--- config.mk ---
export PLATFORM = sky130hd
export DESIGN_NAME = fetch_pc_unit_flat
export DESIGN_NICKNAME = d
export VERILOG_FILES = /design/src/rtl/fetch_pkg.sv /design/src/rtl/fetch_pc_unit_if.sv /design/src/rtl/fetch_pc_sel.sv /design/src/rtl/fetch_pc_unit.sv /design/src/flat_wrapper.sv
export SDC_FILE = /design/constraint.sdc
export NUM_CORES = 1
export LEC_CHECK = 0
export BUFFER_PORTS_ARGS = -buffer_cell sky130_fd_sc_hd__buf_2
export CORE_MARGIN = 3
export CORE_UTILIZATION = 55
export DETAILED_ROUTE_END_ITERATION = 10
export PLACE_DENSITY = 0.9
export SETUP_SLACK_MARGIN = 0.15
export SYNTH_ARGS = -nofsm -noshare
export SYNTH_HDL_FRONTEND = slang
export SYNTH_SLANG_ARGS = --single-unit
export TNS_END_PERCENT = 5
--- constraint.sdc ---
create_clock -name clk -period 2.87 [get_ports clk]
set_input_delay 0.4305 -clock clk [delete_from_list [all_inputs] [get_ports clk]]
set_output_delay 0.4305 -clock clk [all_outputs]
set_load 0.01 [all_outputs]
--- src/rtl/fetch_pkg.sv ---
// Shared types and constants for the program-counter / instruction-fetch block.
package fetch_pkg;

  typedef enum logic [1:0] {
    S_REQ  = 2'd0,
    S_WAIT = 2'd1,
    S_HOLD = 2'd2
  } fetch_state_t;

  localparam int unsigned XLEN_DEFAULT     = 32;
  localparam logic [31:0] RESET_PC_DEFAULT = 32'h0000_0000;
  localparam int unsigned INST_BYTES       = 4;

endpackage

--- src/rtl/fetch_pc_unit_if.sv ---
// Instruction-memory request/response and decode-side instruction handshake.
interface fetch_pc_unit_if import fetch_pkg::*; #(
  parameter int XLEN = XLEN_DEFAULT
);
  logic            imem_req_valid;
  logic            imem_req_ready;
  logic [XLEN-1:0] imem_addr;
  logic            imem_rsp_valid;
  logic [31:0]     imem_rsp_data;
  logic            inst_valid;
  logic            inst_ready;
  logic [31:0]     inst;
  logic [XLEN-1:0] inst_pc;
  logic [XLEN-1:0] inst_pc_plus4;

  modport master (
    output imem_req_valid, imem_addr,
    input  imem_req_ready, imem_rsp_valid, imem_rsp_data,
    output inst_valid, inst, inst_pc, inst_pc_plus4,
    input  inst_ready
  );

  modport slave (
    input  imem_req_valid, imem_addr,
    output imem_req_ready, imem_rsp_valid, imem_rsp_data,
    input  inst_valid, inst, inst_pc, inst_pc_plus4,
    output inst_ready
  );
endinterface

--- src/rtl/fetch_pc_sel.sv ---
// Next-PC selection: sequential pc+4 or word-aligned redirect target.
module fetch_pc_sel import fetch_pkg::*; #(
  parameter int XLEN = XLEN_DEFAULT
) (
  input  logic [XLEN-1:0] pc,
  input  logic            redirect,
  input  logic [XLEN-1:0] branch_target,
  output logic [XLEN-1:0] next_pc,
  output logic            misaligned_d
);

  // Redirect target has its low two bits forced to zero; pc+4 wraps modulo 2^XLEN.
  always_comb begin
    next_pc      = pc + XLEN'(INST_BYTES);
    misaligned_d = 1'b0;
    if (redirect) begin
      next_pc      = {branch_target[XLEN-1:2], 2'b00};
      misaligned_d = |branch_target[1:0];
    end else begin
      next_pc      = pc + XLEN'(INST_BYTES);
      misaligned_d = 1'b0;
    end
  end

endmodule

--- src/rtl/fetch_pc_unit.sv ---
// Program counter and single-outstanding instruction fetch with redirect squash.
module fetch_pc_unit import fetch_pkg::*; #(
  parameter int              XLEN     = XLEN_DEFAULT,
  parameter logic [XLEN-1:0] RESET_PC = XLEN'(RESET_PC_DEFAULT)
) (
  input  logic             clk,
  input  logic             rst_n,
  input  logic             NextPCSrc,
  input  logic             resolve_valid,
  input  logic [XLEN-1:0]  branch_target,
  fetch_pc_unit_if.master  bus,
  output logic             misaligned
);

  fetch_state_t    state_r, state_next_s;
  logic [XLEN-1:0] pc_r, pc_next_s, sel_pc_s;
  logic            discard_r, discard_next_s;
  logic            redirect_s, accept_s, load_s, misaligned_d_s;
  logic            req_valid_r, inst_valid_r, misaligned_r;
  logic [31:0]     inst_r;
  logic [XLEN-1:0] inst_pc_r, inst_pc_plus4_r;

  assign redirect_s = resolve_valid & NextPCSrc;
  assign accept_s   = req_valid_r & bus.imem_req_ready;

  fetch_pc_sel #(.XLEN(XLEN)) u_pc_sel (
    .pc            (pc_r),
    .redirect      (redirect_s),
    .branch_target (branch_target),
    .next_pc       (sel_pc_s),
    .misaligned_d  (misaligned_d_s)
  );

  // Next-state logic; a redirect overrides every other event in its cycle.
  always_comb begin
    state_next_s   = state_r;
    pc_next_s      = pc_r;
    discard_next_s = discard_r;
    load_s         = 1'b0;
    case (state_r)
      S_REQ: begin
        if (redirect_s) begin
          pc_next_s = sel_pc_s;
          if (accept_s) begin
            state_next_s   = S_WAIT;
            discard_next_s = 1'b1;
          end else begin
            state_next_s   = S_REQ;
          end
        end else if (accept_s) begin
          state_next_s = S_WAIT;
        end else begin
          state_next_s = S_REQ;
        end
      end
      S_WAIT: begin
        if (redirect_s) begin
          pc_next_s = sel_pc_s;
          if (bus.imem_rsp_valid) begin
            state_next_s   = S_REQ;
            discard_next_s = 1'b0;
          end else begin
            state_next_s   = S_WAIT;
            discard_next_s = 1'b1;
          end
        end else if (bus.imem_rsp_valid) begin
          if (discard_r) begin
            state_next_s   = S_REQ;
            discard_next_s = 1'b0;
          end else begin
            state_next_s = S_HOLD;
            pc_next_s    = sel_pc_s;
            load_s       = 1'b1;
          end
        end else begin
          state_next_s = S_WAIT;
        end
      end
      S_HOLD: begin
        if (redirect_s) begin
          pc_next_s    = sel_pc_s;
          state_next_s = S_REQ;
        end else if (bus.inst_ready) begin
          state_next_s = S_REQ;
        end else begin
          state_next_s = S_HOLD;
        end
      end
      default: begin
        state_next_s   = S_REQ;
        discard_next_s = 1'b0;
      end
    endcase
  end

  // FSM, PC and discard flag; request valid is registered so it stays low in reset.
  always_ff @(posedge clk or negedge rst_n) begin
    if (!rst_n) begin
      state_r     <= S_REQ;
      pc_r        <= RESET_PC;
      discard_r   <= 1'b0;
      req_valid_r <= 1'b0;
    end else begin
      state_r     <= state_next_s;
      pc_r        <= pc_next_s;
      discard_r   <= discard_next_s;
      req_valid_r <= (state_next_s == S_REQ);
    end
  end

  // Decode-facing output registers.
  always_ff @(posedge clk or negedge rst_n) begin
    if (!rst_n) begin
      inst_valid_r    <= 1'b0;
      misaligned_r    <= 1'b0;
      inst_r          <= 32'h0000_0000;
      inst_pc_r       <= '0;
      inst_pc_plus4_r <= '0;
    end else begin
      inst_valid_r <= (state_next_s == S_HOLD);
      misaligned_r <= misaligned_d_s;
      if (load_s) begin
        inst_r          <= bus.imem_rsp_data;
        inst_pc_r       <= pc_r;
        inst_pc_plus4_r <= sel_pc_s;
      end
    end
  end

  assign bus.imem_req_valid = req_valid_r;
  assign bus.imem_addr      = pc_r;
  assign bus.inst_valid     = inst_valid_r;
  assign bus.inst           = inst_r;
  assign bus.inst_pc        = inst_pc_r;
  assign bus.inst_pc_plus4  = inst_pc_plus4_r;
  assign misaligned         = misaligned_r;

endmodule

--- src/flat_wrapper.sv ---
// flat-port wrapper written by rule: the top's interface ports become plain ports
module fetch_pc_unit_flat import fetch_pkg::*;
#(
  parameter int              XLEN     = XLEN_DEFAULT,
  parameter logic [XLEN-1:0] RESET_PC = XLEN'(RESET_PC_DEFAULT)
)
  (clk, rst_n, NextPCSrc, resolve_valid, branch_target, misaligned, bus_imem_req_valid, bus_imem_addr, bus_imem_req_ready, bus_imem_rsp_valid, bus_imem_rsp_data, bus_inst_valid, bus_inst, bus_inst_pc, bus_inst_pc_plus4, bus_inst_ready);
  fetch_pc_unit_if #(.XLEN(XLEN)) bus_i ();
  input  logic clk;
  input  logic rst_n;
  input  logic NextPCSrc;
  input  logic resolve_valid;
  input  logic [XLEN-1:0] branch_target;
  output logic misaligned;
  output wire logic [$bits(bus_i.imem_req_valid)-1:0] bus_imem_req_valid;
  output wire logic [$bits(bus_i.imem_addr)-1:0] bus_imem_addr;
  input wire logic [$bits(bus_i.imem_req_ready)-1:0] bus_imem_req_ready;
  input wire logic [$bits(bus_i.imem_rsp_valid)-1:0] bus_imem_rsp_valid;
  input wire logic [$bits(bus_i.imem_rsp_data)-1:0] bus_imem_rsp_data;
  output wire logic [$bits(bus_i.inst_valid)-1:0] bus_inst_valid;
  output wire logic [$bits(bus_i.inst)-1:0] bus_inst;
  output wire logic [$bits(bus_i.inst_pc)-1:0] bus_inst_pc;
  output wire logic [$bits(bus_i.inst_pc_plus4)-1:0] bus_inst_pc_plus4;
  input wire logic [$bits(bus_i.inst_ready)-1:0] bus_inst_ready;
  assign bus_imem_req_valid = bus_i.imem_req_valid;
  assign bus_imem_addr = bus_i.imem_addr;
  assign bus_i.imem_req_ready = bus_imem_req_ready;
  assign bus_i.imem_rsp_valid = bus_imem_rsp_valid;
  assign bus_i.imem_rsp_data = bus_imem_rsp_data;
  assign bus_inst_valid = bus_i.inst_valid;
  assign bus_inst = bus_i.inst;
  assign bus_inst_pc = bus_i.inst_pc;
  assign bus_inst_pc_plus4 = bus_i.inst_pc_plus4;
  assign bus_i.inst_ready = bus_inst_ready;
  fetch_pc_unit #(.XLEN(XLEN), .RESET_PC(RESET_PC)) u_core (.clk(clk), .rst_n(rst_n), .NextPCSrc(NextPCSrc), .resolve_valid(resolve_valid), .branch_target(branch_target), .bus(bus_i), .misaligned(misaligned));
endmodule
After elaboration in Yosys (flattened, before gate mapping)
Cells that the tools add are included.

Input bits: 71. Bits in registers: 134.

Add/sub/neg operators: 1. Reduce and logical (&&, ||, !) cells: 7. Equality and inequality tests: 8. Multiplexer cells: 25. Bitwise operators: 3.

Operators by type and width (count): 32-bit 2-to-1 mux (5); 32-bit case mux with 2 select lines (1); 32-bit by 3-bit adder with 32-bit output, second input constant (1); 1-bit 2-to-1 mux (12); 2-bit 2-to-1 mux (5); 4-bit AND reduction (2); 2-bit by 1-bit inequality test with 1-bit output, second input constant (3); 2-bit case mux with 3 select lines (1); 2-bit equality test, second input constant (2); 2-bit logical NOT (2); 2-bit OR reduction (2); 3-bit by 2-bit inequality test with 1-bit output, second input constant (1); 3-bit inequality test, second input constant (1); 1-bit case mux with 3 select lines (1); 1-bit AND (2); 2-bit by 1-bit equality test with 1-bit output, second input constant (1); 2-bit nonzero test (1); 1-bit NOT (1).

Longest topological paths before layout
Word-level depth: 6. Depth in mapped cells: 7. Gate-level depth less buffers: 6.

Modules after synthesis
From an unflattened synthesis, not the netlist that was laid out.

Cells, all modules: 457. Area, all modules: 6368.6 µm².

Modules (own cells, without submodules): fetch_pc_unit (times used 1, sequential area each 3353.2 µm², cells an instance 293, area each 5361.4 µm²); fetch_pc_sel (times used 1, sequential area each 0.0 µm², cells an instance 164, area each 1007.2 µm²).

Least setup slack after synthesis
No wires, ideal clock.

Path kind: register -> register. From: register u_core.pc_r[2] (netlist: u_core.bus.imem_addr[2]). To: register u_core.pc_r[16] (netlist: u_core.bus.imem_addr[16]). Stages on the path, launching flop included: 7. Period minus slack after synthesis: 1.895 ns. Setup slack: 0.975 ns. Arrival: 1.816 ns. Library setup time: 0.079 ns. Cells stage by stage: dfrtp_1 > ha_1 > nand3_1 > nor4_4 > nand3_1 > a21oi_1 > a2bb2oi_1.

Cells in the longest elaborated chain, start to end: 6. Elaborated cells on any way between the ends: 7.

RTL lines: start: declaration (RTL line fetch_pc_unit.sv:16) `logic [XLEN-1:0] pc_r, pc_next_s, sel_pc_s;`; start signal: assignment (RTL line fetch_pc_unit.sv:105) `pc_r <= pc_next_s;`; 32-bit by 3-bit adder with 32-bit output *; 32-bit 2-to-1 mux * (RTL line fetch_pc_sel.sv:16) `if (redirect) begin`; 32-bit 2-to-1 mux (RTL line fetch_pc_unit.sv:67) `if (discard_r) begin`; 32-bit 2-to-1 mux (RTL line fetch_pc_unit.sv:66) `end else if (bus.imem_rsp_valid) begin`; 32-bit 2-to-1 mux (RTL line fetch_pc_unit.sv:57) `if (redirect_s) begin`; 32-bit case mux with 2 select lines * (RTL line fetch_pc_unit.sv:40) `case (state_r)`.

Every way passes the cells marked *; elsewhere a longest branch is shown, timed or not. The select of a mux whose other input is x is not followed. A chain may end at the register's enable or synchronous reset.

Worst setup path in the final report
From: register u_core.pc_r[2] (netlist: u_core.bus.imem_addr[2]). To: register u_core.inst_pc_plus4_r[16] (netlist: u_core.bus.inst_pc_plus4[16]).

Cells in the longest elaborated chain, start to end: 2.

RTL lines: 32-bit by 3-bit adder with 32-bit output; 32-bit 2-to-1 mux (RTL line fetch_pc_sel.sv:16); end signal: assignment (RTL line fetch_pc_unit.sv:125) `inst_pc_plus4_r <= sel_pc_s;`; end: declaration (RTL line fetch_pc_unit.sv:21) `logic [XLEN-1:0] inst_pc_r, inst_pc_plus4_r;`.

No other way between the ends.

==> flow_summary.toml <==
[floorplan]
std_cell_rows = 37
io_pins = 202
die_h_um = 111.2
dieArea_sq_mm = 0.01237
die_x_um = 111.2
start_util = 0.5767
fp.coreArea_sq_mm = 0.01056

[placement]
place_inst = 971
dp_hpwl_um = 11150
place.gp.congestion = 0.7955
placed_area_sq_mm = 0.007166
io_buffers = 201

[logic_synthesis]
ys_seq_area_frac = 0.5509
synth.largest_area_cell = "dfrtp_1"
ys_warn_count = 0
avgSynthCellArea_sq_um = 9.140
ys_async_sr_fraction = 1.000
syn_area_sq_mm = 0.006087
yosysTopAreaCellShare = 0.5509
synth.area.top_cells = "dfrtp_1 55%, nand2_1 16%, o21ai_0 3.2%"
syn_nets = 738
synth.top_cells.by_count = "252 x nand2_1, 134 x dfrtp_1, 39 x o21ai_0, 33 x clkbuf_1, 27 x a21oi_1"
synth_edf_count = 0
yosys.cell_count.top_type = "nand2_1"
yosysUniqueCellTypes = 45
ys_ff_latch = 134
synth_cells = 666
ys.flop_type = "dfrtp_1"

[routing]
maxUsedRoutingLayer = "met5"
wl_met3_um = 1003
drt-pass1-iter-count = 5
via_per_inst = 5.557
vias = 5585
drc_errors = 0
drt.antenna.violating_nets = 0
wl_met1_um = 6708
dr_wl_met2_um = 8425
wl_per_cell_um = 16.59
first_iter_violations = 445
wl_um = 16670

[clock_network]
worst_skew_pair.late_latency_ps = 520
cts_resized = 0
clockRootBuffer = "clkbuf_8"
cts_tree = "yes"
clk_pin_slew_ps = 70
numCtsBuffers = 17
post-cts-setup-buffers = 0
cts_htree_levels = 4
cts.path.max_buffers = 2
clock-sinks = 134

[grt]
antenna_found_initial = 2
grt_pass1_wl_um = 27520
grt_max_degree = 111
grt_pass1_vias = 5478
globalRouteOverflowTotal = 0
grtUsageTotal = 0.2711

[worst_setup_path]
crit_path_frequent_cell = "nand3_1"
endpoint_kind = "flip-flop"
worstPathMaxFanout = 8
crit_type = "reg2reg"
cp_slowest_cell = "dfrtp_1"
crit_chain = "ha_1, nand3_1, nor4_4, nand3_1, xor2_1, o21ai_0"
worst_ep_arrival_time_ps = 2620
cp_data_required_time_ps = 3280
worst_setup_path_start_kind = "flip-flop"
max_stage_delay_ps = 480

[finish]
final_cells = 1005
nNetsFinal = 927
utilization = 0.7408
area_delta_synth_final_pct = 28.45
stdcell_area_sq_mm = 0.007819
layout-drive-gt1-share = 0.3018

[power_and_ir_drop]
p_leak_nw = 4.104
p_per_area_mw_per_mm2 = 1170
peakVddDrop_mv = 0.7007

[min_path]
hold_path_class = "in2reg"

[timing]
max_freq_mhz = 453.6
finalSetupViolCount = 0
final_max_slew_viol_count = 0
fin_skew_ps = 8.353
rsz0062_at_grt = "no"
period_needed_ps = 2204
fin_crit_sh = 0.7681
hold_ws_ps = 100.4
final.setup.tns_ps = 0
worstMarginPinSlew_ps = 612.4
max_slew_margin = 0.5917
hold_viol = 0

[run_status]
status = "completed"

[job]
cap_violations = 0
==> cell type report <==
cell class	instances	area, sq um
Multi-Input combinational cell	482	2485
Clock inverter	13	219.0
Clock buffer	19	421.7
Tap cell	136	170.2
Timing Repair Buffer	216	1152
Antenna cell	1	2.502
Sequential cell	134	3353
Fill cell	793	2736
Inverter	4	15.01
==> sequential cells by signal, indices dropped and copies added (netlist names) <==
register and cells:
u_core.state_r 2, u_core.bus.inst_pc_plus4 32, u_core.bus.inst_pc 32, u_core.misaligned 1, u_core.bus.imem_req_valid 1, u_core.bus.inst_valid 1
u_core.bus.imem_addr 32, u_core.discard_r 1, u_core.bus.inst 32
==> what timing repair did <==
item / CTS / global route
hold buffers: 1 / 0
endpoints found under the setup margin: 0 / 0
hold endpoints to repair: 64 / 0
==> worst paths after layout <==
check / start / endpoint / slack [ps] / cells past startpoint
setup / recovery: u_core.bus.imem_addr[2]$_DFFE_PN0P_ / u_core.bus.inst_pc_plus4[16]$_DFFE_PN0P_ / 670 / 6
hold / removal: bus_imem_rsp_data[2] / u_core.bus.inst[2]$_DFFE_PN0P_ / 100 / 3
setup reg to reg: u_core.bus.imem_addr[2]$_DFFE_PN0P_ / u_core.bus.inst_pc_plus4[16]$_DFFE_PN0P_ / 670 / 6
hold reg to reg: u_core.bus.inst[26]$_DFFE_PN0P_ / u_core.bus.inst[26]$_DFFE_PN0P_ / 470 / 2
max in group asynchronous: rst_n / u_core.bus.imem_addr[6]$_DFFE_PN0P_ / 1620 / 3
min in group asynchronous: rst_n / u_core.bus.inst_pc[29]$_DFFE_PN0P_ / 460 / 2
==> placed cells by master (no fill, tap or decap), types with 3 or more instances in the layout <==
cell type,n
nand2_1,252
buf_2,200
dfrtp_1,134
o21ai_0,39
a21oi_1,27
nor2_1,24
o22ai_1,21
xor2_1,18
a2bb2oi_1,18
clkbuf_16,16
nand3_1,14
buf_4,12
xnor2_1,10
nand4_1,5
and3_1,5
bufinv_16,5
and2_1,4
inv_1,4
inv_6,4
and4_1,3
a22oi_1,3
a31oi_1,3
nand4_2,3
o21ai_1,3
clkinv_4,3
==> logic make-up (layout without fill, tap and decap cells) <==
| kind of cell | count (synthesis) | count (layout) | share of synthesized area |
|---|---|---|---|
| simple gates | 327 | 327 | 0.2362 |
| flops | 134 | 134 | 0.5509 |
| fa+ha+maj | 1 | 1 | 0.002055 |
| xor+xnor | 28 | 28 | 0.04029 |
| compound gates | 125 | 125 | 0.1256 |
| other cells | 0 | 1 | 0 |
| buf+inv | 50 | 252 | 0.04316 |
| mux | 1 | 1 | 0.001850 |
==> where the power goes <==
| part | internal [W] | switching (W) |
|---|---|---|
| combinational | 0.00134 | 0.00191 |
| clock | 0.00152 | 0.000853 |
| sequential | 0.00274 | 0.000786 |
| total | 0.00560 | 0.00355 |
==> critical path, delay by kind of cell (launching register included) <==
family,cells,cell delay [ps]
DFF,1,480
xor gates and xnor gates,1,180
and+or+nand+nor,3,960
adders and majority gates,1,270
AOI/OAI and AO/OA,1,220
==> routing by layer <==
| layer | GRT usage | vias to the layer above |
|---|---|---|
| met2 | 0.4451 | 242 |
| met4 | 0.1184 | 2 |
| met1 | 0.3516 | 2685 |
| met3 | 0.05186 | 46 |
| li1 | - | 2610 |
| met5 | 0 | - |
==> metrics by stage <==
step | setup slack, ps | total power, W
detailed placement | 684.6 | 0.006754
CTS | 677.3 | 0.009187
finish | 665.6 | 0.009146
global route | 506.2 | 0.009755
global placement | 873.0 | 0.006614
floorplan | 974.7 | 0.005374
(Power assumes the default switching activity.)
